## src/rtl/router_pkg.sv

```systemverilog
// Shared constants and types for the 1x3 router datapath.
// Header byte layout: length in bits [7:2], destination port in bits [1:0].
package router_pkg;

    localparam int DATA_WIDTH      = 8;
    localparam int FIFO_DEPTH      = 16;
    localparam int FIFO_ADDR_WIDTH = 4;

    localparam int HDR_LEN_MSB  = 7;
    localparam int HDR_LEN_LSB  = 2;
    localparam int HDR_DEST_MSB = 1;
    localparam int HDR_DEST_LSB = 0;

    // Payload length carried in a header (6 bits covers 0..63 bytes).
    typedef logic [HDR_LEN_MSB-HDR_LEN_LSB:0] pkt_len_t;

    // Extracts the payload length field from a header byte.
    function automatic pkt_len_t hdr_len(input logic [DATA_WIDTH-1:0] hdr);
        return hdr[HDR_LEN_MSB:HDR_LEN_LSB];
    endfunction

    // Extracts the destination field from a header byte.
    function automatic logic [HDR_DEST_MSB:0] hdr_dest(input logic [DATA_WIDTH-1:0] hdr);
        return hdr[HDR_DEST_MSB:HDR_DEST_LSB];
    endfunction

endpackage

```

## src/rtl/router_fifo.sv

```systemverilog
// Per-destination output FIFO of the 1x3 router.
// Each stored word carries a header tag bit so the read side can load the
// packet length and blank data_out once the parity byte has gone out.
module router_fifo #(
    parameter int DATA_WIDTH = router_pkg::DATA_WIDTH,
    parameter int DEPTH      = router_pkg::FIFO_DEPTH,
    parameter int ADDR_WIDTH = router_pkg::FIFO_ADDR_WIDTH
) (
    input  logic                  clock,
    input  logic                  reset,
    input  logic                  soft_reset,
    input  logic                  write_enb,
    input  logic                  read_enb,
    input  logic                  lfd_state,
    input  logic [DATA_WIDTH-1:0] data_in,
    output logic                  full,
    output logic                  empty,
    output logic [DATA_WIDTH-1:0] data_out
);

    import router_pkg::*;

    localparam logic [ADDR_WIDTH:0] PTR_ONE = (ADDR_WIDTH+1)'(1);
    localparam pkt_len_t            PKT_ONE = pkt_len_t'(1);

    // Bit DATA_WIDTH of each word is the header tag.
    logic [DATA_WIDTH:0]   mem [DEPTH];

    logic [ADDR_WIDTH:0]   wrPtr_q, wrPtr_d;
    logic [ADDR_WIDTH:0]   rdPtr_q, rdPtr_d;
    pkt_len_t              pktCnt_q, pktCnt_d;
    logic [DATA_WIDTH-1:0] dataOut_q, dataOut_d;

    logic                  wrAccept;
    logic                  rdAccept;
    logic                  flush;
    logic [DATA_WIDTH:0]   rdWord;

    assign empty    = (wrPtr_q == rdPtr_q);
    assign full     = (wrPtr_q[ADDR_WIDTH] != rdPtr_q[ADDR_WIDTH]) &&
                      (wrPtr_q[ADDR_WIDTH-1:0] == rdPtr_q[ADDR_WIDTH-1:0]);
    assign wrAccept = write_enb && !full;
    assign rdAccept = read_enb && !empty;
    assign flush    = reset || soft_reset;
    assign rdWord   = mem[rdPtr_q[ADDR_WIDTH-1:0]];
    assign data_out = dataOut_q;

    // Storage write; no reset on the array, a flush only blocks the write.
    always_ff @(posedge clock) begin
        if (!flush && wrAccept) begin
            mem[wrPtr_q[ADDR_WIDTH-1:0]] <= {lfd_state, data_in};
        end
    end

    // Next pointers, packet countdown and read data for this cycle.
    always_comb begin
        wrPtr_d   = wrPtr_q;
        rdPtr_d   = rdPtr_q;
        pktCnt_d  = pktCnt_q;
        dataOut_d = dataOut_q;

        if (wrAccept) begin
            wrPtr_d = wrPtr_q + PTR_ONE;
        end

        if (rdAccept) begin
            rdPtr_d   = rdPtr_q + PTR_ONE;
            dataOut_d = rdWord[DATA_WIDTH-1:0];
            if (rdWord[DATA_WIDTH]) begin
                // Header: remaining bytes are the payload plus one parity byte.
                pktCnt_d = hdr_len(rdWord[DATA_WIDTH-1:0]) + PKT_ONE;
            end else if (pktCnt_q != '0) begin
                pktCnt_d = pktCnt_q - PKT_ONE;
            end
        end else if (pktCnt_q == '0) begin
            dataOut_d = '0;
        end
    end

    // State register; hard reset first, then the per-port soft flush.
    always_ff @(posedge clock) begin
        if (reset) begin
            wrPtr_q   <= '0;
            rdPtr_q   <= '0;
            pktCnt_q  <= '0;
            dataOut_q <= '0;
        end else if (soft_reset) begin
            wrPtr_q   <= '0;
            rdPtr_q   <= '0;
            pktCnt_q  <= '0;
            dataOut_q <= '0;
        end else begin
            wrPtr_q   <= wrPtr_d;
            rdPtr_q   <= rdPtr_d;
            pktCnt_q  <= pktCnt_d;
            dataOut_q <= dataOut_d;
        end
    end

endmodule

```

## config.mk

```make
export PLATFORM = sky130hd
export DESIGN_NAME = router_fifo
export DESIGN_NICKNAME = d
export VERILOG_FILES = /design/src/rtl/router_pkg.sv /design/src/rtl/router_fifo.sv
export SDC_FILE = /design/constraint.sdc
export NUM_CORES = 1
export LEC_CHECK = 0
export CAP_MARGIN = 15
export CORE_ASPECT_RATIO = 1.25
export CORE_MARGIN = 2
export CORE_UTILIZATION = 40
export CTS_CLUSTER_SIZE = 24
export DETAILED_ROUTE_END_ITERATION = 7
export GPL_ROUTABILITY_DRIVEN = 0
export GPL_TIMING_DRIVEN = 0
export PLACE_DENSITY = 0.55
export SLEW_MARGIN = 0
export SYNTH_ARGS = -nofsm -noshare
export SYNTH_HDL_FRONTEND = slang
export SYNTH_SLANG_ARGS = --single-unit
export TNS_END_PERCENT = 20
```

## constraint.sdc

```tcl
create_clock -name clock -period 2.7 [get_ports clock]
set_input_delay 0.54 -clock clock [delete_from_list [all_inputs] [get_ports clock]]
set_output_delay 0.54 -clock clock [all_outputs]
set_load 0.02 [all_outputs]
```

Word-level counts from Yosys, hierarchy flattened:

Memory sizes are Yosys's and may differ from the RTL's. A register that Yosys moved wholly into a read port is not among the register bits.
Cells that the tools add are included.

* register bits: 24
* bits in writable memories: 144
* input bits: 14
* word-level logic and storage cells: 34
* memories: 1

* add/sub/neg operators: 4
* equality and inequality tests: 3
* multiplexer cells: 8
* reductions and logical operators: 14

Memories
* mem: depth 16, bits a word 9, read ports 1, clocked after memory_dff 1, wr ports 1, RTL line router_fifo.sv:27 `logic [DATA_WIDTH:0] mem [DEPTH];`

Operators with widths (number)
* $mux W8: 2
* $mux W6: 2
* $add A5 B1 Y5 const B: 2
* $mux W4: 2
* $add A6 B1 Y6 const B: 1
* $logic_not A6 Y1: 1
* $reduce_bool A6 Y1: 1
* $sub A6 B1 Y6 const B: 1
* $eq A5 B5 Y1: 1
* $eq A4 B4 Y1: 1
* $logic_and A1 B1 Y1: 4
* $reduce_bool A2 Y1: 2
* $logic_not A1 Y1: 3
* $mux W1: 2
* $reduce_and A2 Y1: 1
* $reduce_or A2 Y1: 1
* $logic_or A1 B1 Y1: 1
* $ne A1 B1 Y1: 1

Longest topological paths before layout:

Gate-level depths: netlist of run 1.

* depth in word-level cells: 7
* mapped depth: 9

Least setup slack after synthesis of run 1:

No wires, ideal clock.

* path type: reg-to-reg
* start: register wrPtr_q[2]
* end: memory mem[3][0] (netlist bit), enable pin
* library setup time: 0.387 ns
* arrival time: 2.028 ns
* data required time: 2.313 ns
* setup slack: 0.285 ns
* cell stages (with the launch flop): 8
* clock period less this slack: 2.415 ns
* cell sequence: dfxtp_1 clkbuf_1 xnor2_1 nand4_1 o21a_1 and2_1 nand2_1 nor3_1

* cells in the longest elaborated chain, start to end: 7

Ends and longest elaborated chain
* start: declaration: RTL line router_fifo.sv:29 `logic [ADDR_WIDTH:0] wrPtr_q, wrPtr_d;`
* start signal: assignment: RTL line router_fifo.sv:93 `wrPtr_q <= wrPtr_d;`
* $eq A4 B4 Y1: RTL line router_fifo.sv:41 `(wrPtr_q[ADDR_WIDTH-1:0] == rdPtr_q[ADDR_WIDTH-1:0]);`
* $logic_and A1 B1 Y1: RTL line router_fifo.sv:40 `assign full = (wrPtr_q[ADDR_WIDTH] != rdPtr_q[ADDR_WIDTH]) &&`
* $logic_not A1 Y1: RTL line router_fifo.sv:42 `assign wrAccept = write_enb && !full;`
* $logic_and A1 B1 Y1: RTL line router_fifo.sv:42
* $logic_and A1 B1 Y1: RTL line router_fifo.sv:50 `if (!flush && wrAccept) begin`
* $mux W1: RTL line router_fifo.sv:50
* $mux W1 (implied by the code): RTL line router_fifo.sv:51 `mem[wrPtr_q[ADDR_WIDTH-1:0]] <= {lfd_state, data_in};`
* end: declaration: RTL line router_fifo.sv:27

Several ways; a longest one is shown, not always the timed one.

Worst setup path in the final report of run 1:

* start: register wrPtr_q[1]
* end: output port full

* cells in the longest elaborated chain, start to end: 2

Ends and longest elaborated chain
* $eq A4 B4 Y1: RTL line router_fifo.sv:41
* $logic_and A1 B1 Y1: RTL line router_fifo.sv:40
* end: declaration: RTL line router_fifo.sv:16 `output logic full,`

Every way passes these cells.

==> impl_metrics.tcl, run 1 <==
set metrics [dict create \
    fin_crit_sh_pct 93.0 \
    cts-root-buf "clkbuf_16" \
    nNetsFinal 471 \
    hold_viol 0 \
    synthTopCellsByArea "edfxtp_1, mux4_2, dfxtp_1" \
    cp_top_family "buffers and inverters" \
    syn2layout_area_growth_pct 18.1 \
    ant_nets 0 \
    place_area_sq_mm 0.00756 \
    core-area_sq_mm 0.0169 \
    netlist_area_sq_mm 0.00694 \
    skew_ns 0.0166 \
    regToRegSetupSlack_ns 0.20 \
    cts_sinks 172 \
    cp.depth 4 \
    cp.required_ns 2.16 \
    cpPeakStageDelay_ns 0.61 \
    min_path_type "flop to flop" \
    crit_slowest_cell "clkdlybuf4s50_1" \
    reg2reg_to "pktCnt_q[1]" \
    clk_latency_ns 0.43 \
    routedLengthMet1_um 6300 \
    cp_num_buf_inv 1 \
    syn_area_per_cell_sq_um 17.3 \
    top_layer "met4" \
    die_y_um 151 \
    hold_path_end "data_out[4]" \
    crit_path_start_kind "flop" \
    ys_seq_area_share_pct 70.4 \
    grt_pass1_vias 3821 \
    slew_viol_final 0 \
    tightest_slew_ns 0.760 \
    min_period_ns 2.51 \
    dieArea_sq_mm 0.0184 \
    firstDrtPassIters 5 \
    fp.dieW_um 122 \
    cp_max_fo 5 \
    synth_largest_area_cell "edfxtp_1" \
    cts_inserted_buffers 17 \
    syn_inst 401 \
    diodes 0 \
    dr_wl_met3_um 418 \
    postLayoutCellArea_sq_mm 0.00819 \
    met2WireLength_um 7960 \
    path_clk_slew_ns 0.07 \
    finalPower_w 0.00555 \
    initial_core_util_pct 41.0 \
    overflow 0 \
    status "finished clean" \
    yosysMostFrequentCell "edfxtp_1" \
    vias 3692 \
    hp-start "data_out[4]" \
    grt_pass1_wl_um 22900 \
    arrival_ns 1.97 \
    io_buffer_count 23 \
    routedWlPerCell_um 22.0 \
    ys_top_cells_by_count "edfxtp_1, nor2_1, mux4_2" \
    cts_tree "built" \
    yosys_warnings 0 \
    cap_violations 0 \
    synth_edf_count 144 \
    critPathKind "flop to output pin" \
    clockBufferDepth 2 \
    fp-row-count 53 \
    vdd_drop_max_mv 0.496 \
    r2r_cells 9 \
    antenna_found_initial 0 \
    viasPerCell 5.41 \
    fmax_ghz 0.398 \
    finalWirelength_um 15000 \
    total_leakage_power_nw 2.56 \
    layout-drive-gt1-share_pct 22.3 \
    ios 24 \
    worstSetupEndpointType "output pin" \
    h-tree-depth 4 \
    synthArstFlopShare_pct 0 \
    synth.distinct_cells 46 \
    ys_seq_elements 172 \
    globalRouteTotalUtil_pct 17.6 \
    power_density_mw_per_mm2 677 \
    synth_nets 423 \
    post-cts-setup-buffer-count 0 \
    dp_hpwl_um 10000 \
    hold_depth 2 \
    grt_max_degree 18 \
    ys.flop_type "edfxtp_1" \
    first_iter_violations 277 \
    crit_chain "xnor2_1 > nand4_1 > nor2_1 > clkdlybuf4s50_1" \
    relSlewSlack_pct 49.3 \
    synth_top_area_share_pct 62.3 \
    drc_errors 0 \
    cts_hold_buf 0 \
    setup_viol 0 \
    rsz0062_at_grt "false" \
]
## flip-flops by register name (all words and copies together), names as in the netlist, named ones only
register and cells:
rdPtr_q 5, data_out 8, wrPtr_q 5, pktCnt_q 6
mem 144
## cells in the final DEF (no fill, tap or decap), types with 2 or more instances in the layout
cell type,count
inv_8,5
inv_6,4
dfxtp_2,2
mux2i_1,5
a22o_1,2
bufinv_16,2
mux4_1,8
o22ai_1,3
a21oi_1,10
dfxtp_4,2
inv_1,5
xor2_1,6
buf_4,4
nor3_1,2
clkbuf_1,5
dfxtp_1,24
a22oi_1,8
o21ai_1,2
nand4_1,5
mux4_2,31
ha_1,8
buf_6,11
edfxtp_1,144
mux2_2,2
and2_1,2
o21a_1,2
nand2_1,26
nand3_1,10
nor2_1,28
clkinvlp_4,3
nand2b_1,2
a31oi_1,3
clkbuf_16,17
o21ai_0,3
xnor2_1,9
nor2_2,8
clkdlybuf4s50_1,23
buf_2,3
nor3_2,4
## logic make-up (layout without fill, tap and decap cells)
family	Yosys count	count (layout)	synth area share, %
muxes	47	47	14.3
adders and majority gates	8	8	1.44
xor gates and xnor gates	15	15	1.89
and+or+nand+nor	95	95	6.17
DFF	172	172	70.4
AOI/OAI and AO/OA	42	42	4.15
buffers and inverters	22	83	1.69
## metal layers
metal / global-route usage (%) / up-vias
met3: 3.39 / 27
met5: 0 / -
li1: - / 1691
met4: 6.72 / 0
met2: 31.2 / 70
met1: 21.2 / 1904
## worst reg2reg max path, delay by kind of cell (launching register included)
| family | cells | cell delay (ns) |
|---|---|---|
| buf+inv | 2 | 0.51 |
| flops | 1 | 0.31 |
| mux | 2 | 0.62 |
| simple gates | 2 | 0.26 |
| fa+ha+maj | 1 | 0.34 |
| compound gates | 2 | 0.35 |
## final cells by class
| class | instances | area, sq um |
|---|---|---|
| fill | 1427 | 8720 |
| clock buffer | 18 | 429 |
| inverter | 5 | 18.8 |
| tap | 220 | 275 |
| clock inverter | 14 | 174 |
| timing repair buffer | 31 | 320 |
| sequential | 172 | 4890 |
| buffer | 15 | 97.6 |
| multi-input combinational | 207 | 1980 |
## metrics by stage
| step | util, % | worst slack (ns) | setup TNS (ns) | cells | hold slack (ns) |
|---|---|---|---|---|---|
| floorplan | - | 0.285 | 0 | 401 | 0.492 |
| global placement | 44.0 | -1.10 | -70.57 | 644 | 0.459 |
| detailed placement | 44.7 | -0.451 | -32.03 | 652 | 0.461 |
| CTS | 48.4 | 0.0487 | 0 | 682 | 0.472 |
| global route | 48.5 | 0.00891 | 0 | 682 | 0.493 |
| finish | 48.5 | 0.189 | 0 | 682 | 0.469 |
## worst max-delay path by stage
stage	startpoint	end	slack, ns
after floorplan	wrPtr_q[2]	mem[3][0]	0.29
after global placement	soft_reset	mem[2][2]	-1.10
after detailed placement	wrPtr_q[2]	mem[11][2]	-0.45
after CTS	flop	pktCnt_q[1]	0.05
after global routing	wrPtr_q[2]	full	0.009
final	wrPtr_q[1]	full	0.19
## repair_timing
action                     4_1_cts  5_1_grt
gates resized for setup         12        6
pin swaps                        0        0
setup endpoints to repair      103       40
hold endpoints to repair         0        0
## power breakdown
part / total, W / internal [W] / switching (W)
Combinational: 0.000165 / 0.0000662 / 0.0000991
Sequential: 0.00288 / 0.00288 / 0.00000616
Clock: 0.00250 / 0.00141 / 0.00109
No activity file was read; power rests on OpenSTA's default activity.
==> run 2: changes to the inputs <==
Clock period 2.7 ns to 3.25 ns, I/O delays scaled along.
==> impl_metrics.tcl, run 2 (synthesis results as in run 1) <==
set metrics [dict create \
    postLayoutCellArea_sq_mm 0.00822 \
    postCtsResizedCells 0 \
    antenna_found_initial 0 \
    worstSetupEndpointType "flop" \
    cts_hold_buf 0 \
    status "finished clean" \
    critPathKind "flop to flop" \
    dieArea_sq_mm 0.0184 \
    total_leakage_power_nw 2.60 \
    fmax_ghz 0.329 \
    relSlewSlack_pct 22.0 \
    place_area_sq_mm 0.00756 \
    globalRouteTotalUtil_pct 17.5 \
    overflow 0 \
    crit_path_start_kind "flop" \
    path_clk_slew_ns 0.07 \
    cts_inserted_buffers 17 \
    cts-root-buf "clkbuf_16" \
    min_period_ns 3.04 \
    tightest_slew_ns 1.17 \
    skew_ns 0.0173 \
    hold_viol 0 \
    fin_crit_sh_pct 93.5 \
    dp_hpwl_um 10000 \
    cp_max_fo 10 \
    cp.required_ns 3.28 \
    diodes 0 \
    h-tree-depth 4 \
    first_iter_violations 296 \
    fp-row-count 53 \
    layout_commonest_cell "edfxtp_1" \
    io_buffer_count 23 \
    cap_violations 0 \
    final_cell_mix "edfxtp_1, nor2_1, mux4_2" \
    grt_pass1_vias 3837 \
    syn2layout_area_growth_pct 18.4 \
    ant_nets 0 \
    largest_register_ff_count 144 \
    setup_viol 0 \
    final_util_pct 48.6 \
    fp.dieW_um 122 \
    layout-drive-gt1-share_pct 20.2 \
    finalWirelength_um 15000 \
    clk_latency_ns 0.43 \
    viasPerCell 5.36 \
    vias 3700 \
    power_density_mw_per_mm2 561 \
    nNetsFinal 479 \
    firstDrtPassIters 4 \
    cts_tree "built" \
    vdd_drop_max_mv 0.409 \
    setup-tns-final_ns 0 \
    routedWlPerCell_um 21.7 \
    rsz0062_at_grt "true" \
    ios 24 \
    clockBufferDepth 2 \
    initial_core_util_pct 41.0 \
    arrival_ns 3.07 \
    drc_errors 0 \
    cts_sinks 172 \
    die_y_um 151 \
    grt_pass1_wl_um 22800 \
    min_path_type "flop to flop" \
    core-area_sq_mm 0.0169 \
    slew_viol_final 0 \
    grt_max_degree 18 \
]
-- run 2: changes by cell type in the layout (fill, tap and decap cells not counted), sizes merged --
cell / delta
clkbuf: +2
buf: +6
-- run 2: path summary, 6_finish.rpt --
kind,startpoint,end,slack (ns),cells after the start
hold reg to reg,data_out[4],data_out[4],0.47,2
hold / removal,data_out[4],data_out[4],0.47,2
setup reg to reg,wrPtr_q[2],mem[5][8],0.21,7
setup / recovery,wrPtr_q[2],mem[5][8],0.21,7
-- run 2: power breakdown --
| group | total, W | internal (W) | switching (W) |
|---|---|---|---|
| logic | 0.000136 | 0.0000543 | 0.0000822 |
| registers | 0.00240 | 0.00239 | 0.00000508 |
| clock network | 0.00207 | 0.00117 | 0.000907 |
-- run 2: through the flow --
stage	power, W	hold slack, ns	setup slack [ns]	cells
after floorplan	0.00252	0.492	0.835	401
after CTS	0.00465	0.472	0.0510	684
after global routing	0.00474	0.493	-0.0973	690
after global placement	0.00258	0.459	-0.661	644
after detailed placement	0.00259	0.461	0.0531	652
final	0.00461	0.469	0.211	690
-- run 2: layout make-up --
| type | count | area (sq um) |
|---|---|---|
| Fill cell | 1423 | 8690 |
| Clock buffer | 18 | 429 |
| Tap cell | 220 | 275 |
| Timing Repair Buffer | 37 | 377 |
| Clock inverter | 14 | 174 |
| Inverter | 5 | 18.8 |
| Sequential cell | 172 | 4880 |
| Multi-Input combinational cell | 207 | 1960 |
| Buffer | 17 | 98.8 |
-- run 2: repair_timing --
action | 4_1_cts | 5_1_grt
hold endpoints to repair | 0 | 0
setup buffers | 0 | 0
endpoints found under the setup margin | 0 | 18
-- run 2: critical path, cell delays in order (launching register included) --
cell and delay (ns):
dfxtp_1 0.31, clkbuf_1 0.46, xnor2_1 0.12, nand4_1 0.20, o21a_1 0.29, and2_1 0.23
nand2_1 0.14, nor2_1 0.90
-- run 2: per-layer routing --
layer / vias to the layer above / global-route usage, % / share of wire (%)
met4: 0 / 7.41 / 2.5
met2: 89 / 30.7 / 53
met1: 1881 / 21.0 / 41
li1: 1707 / - / -
met5: - / 0 / 0
met3: 23 / 3.43 / 3.9
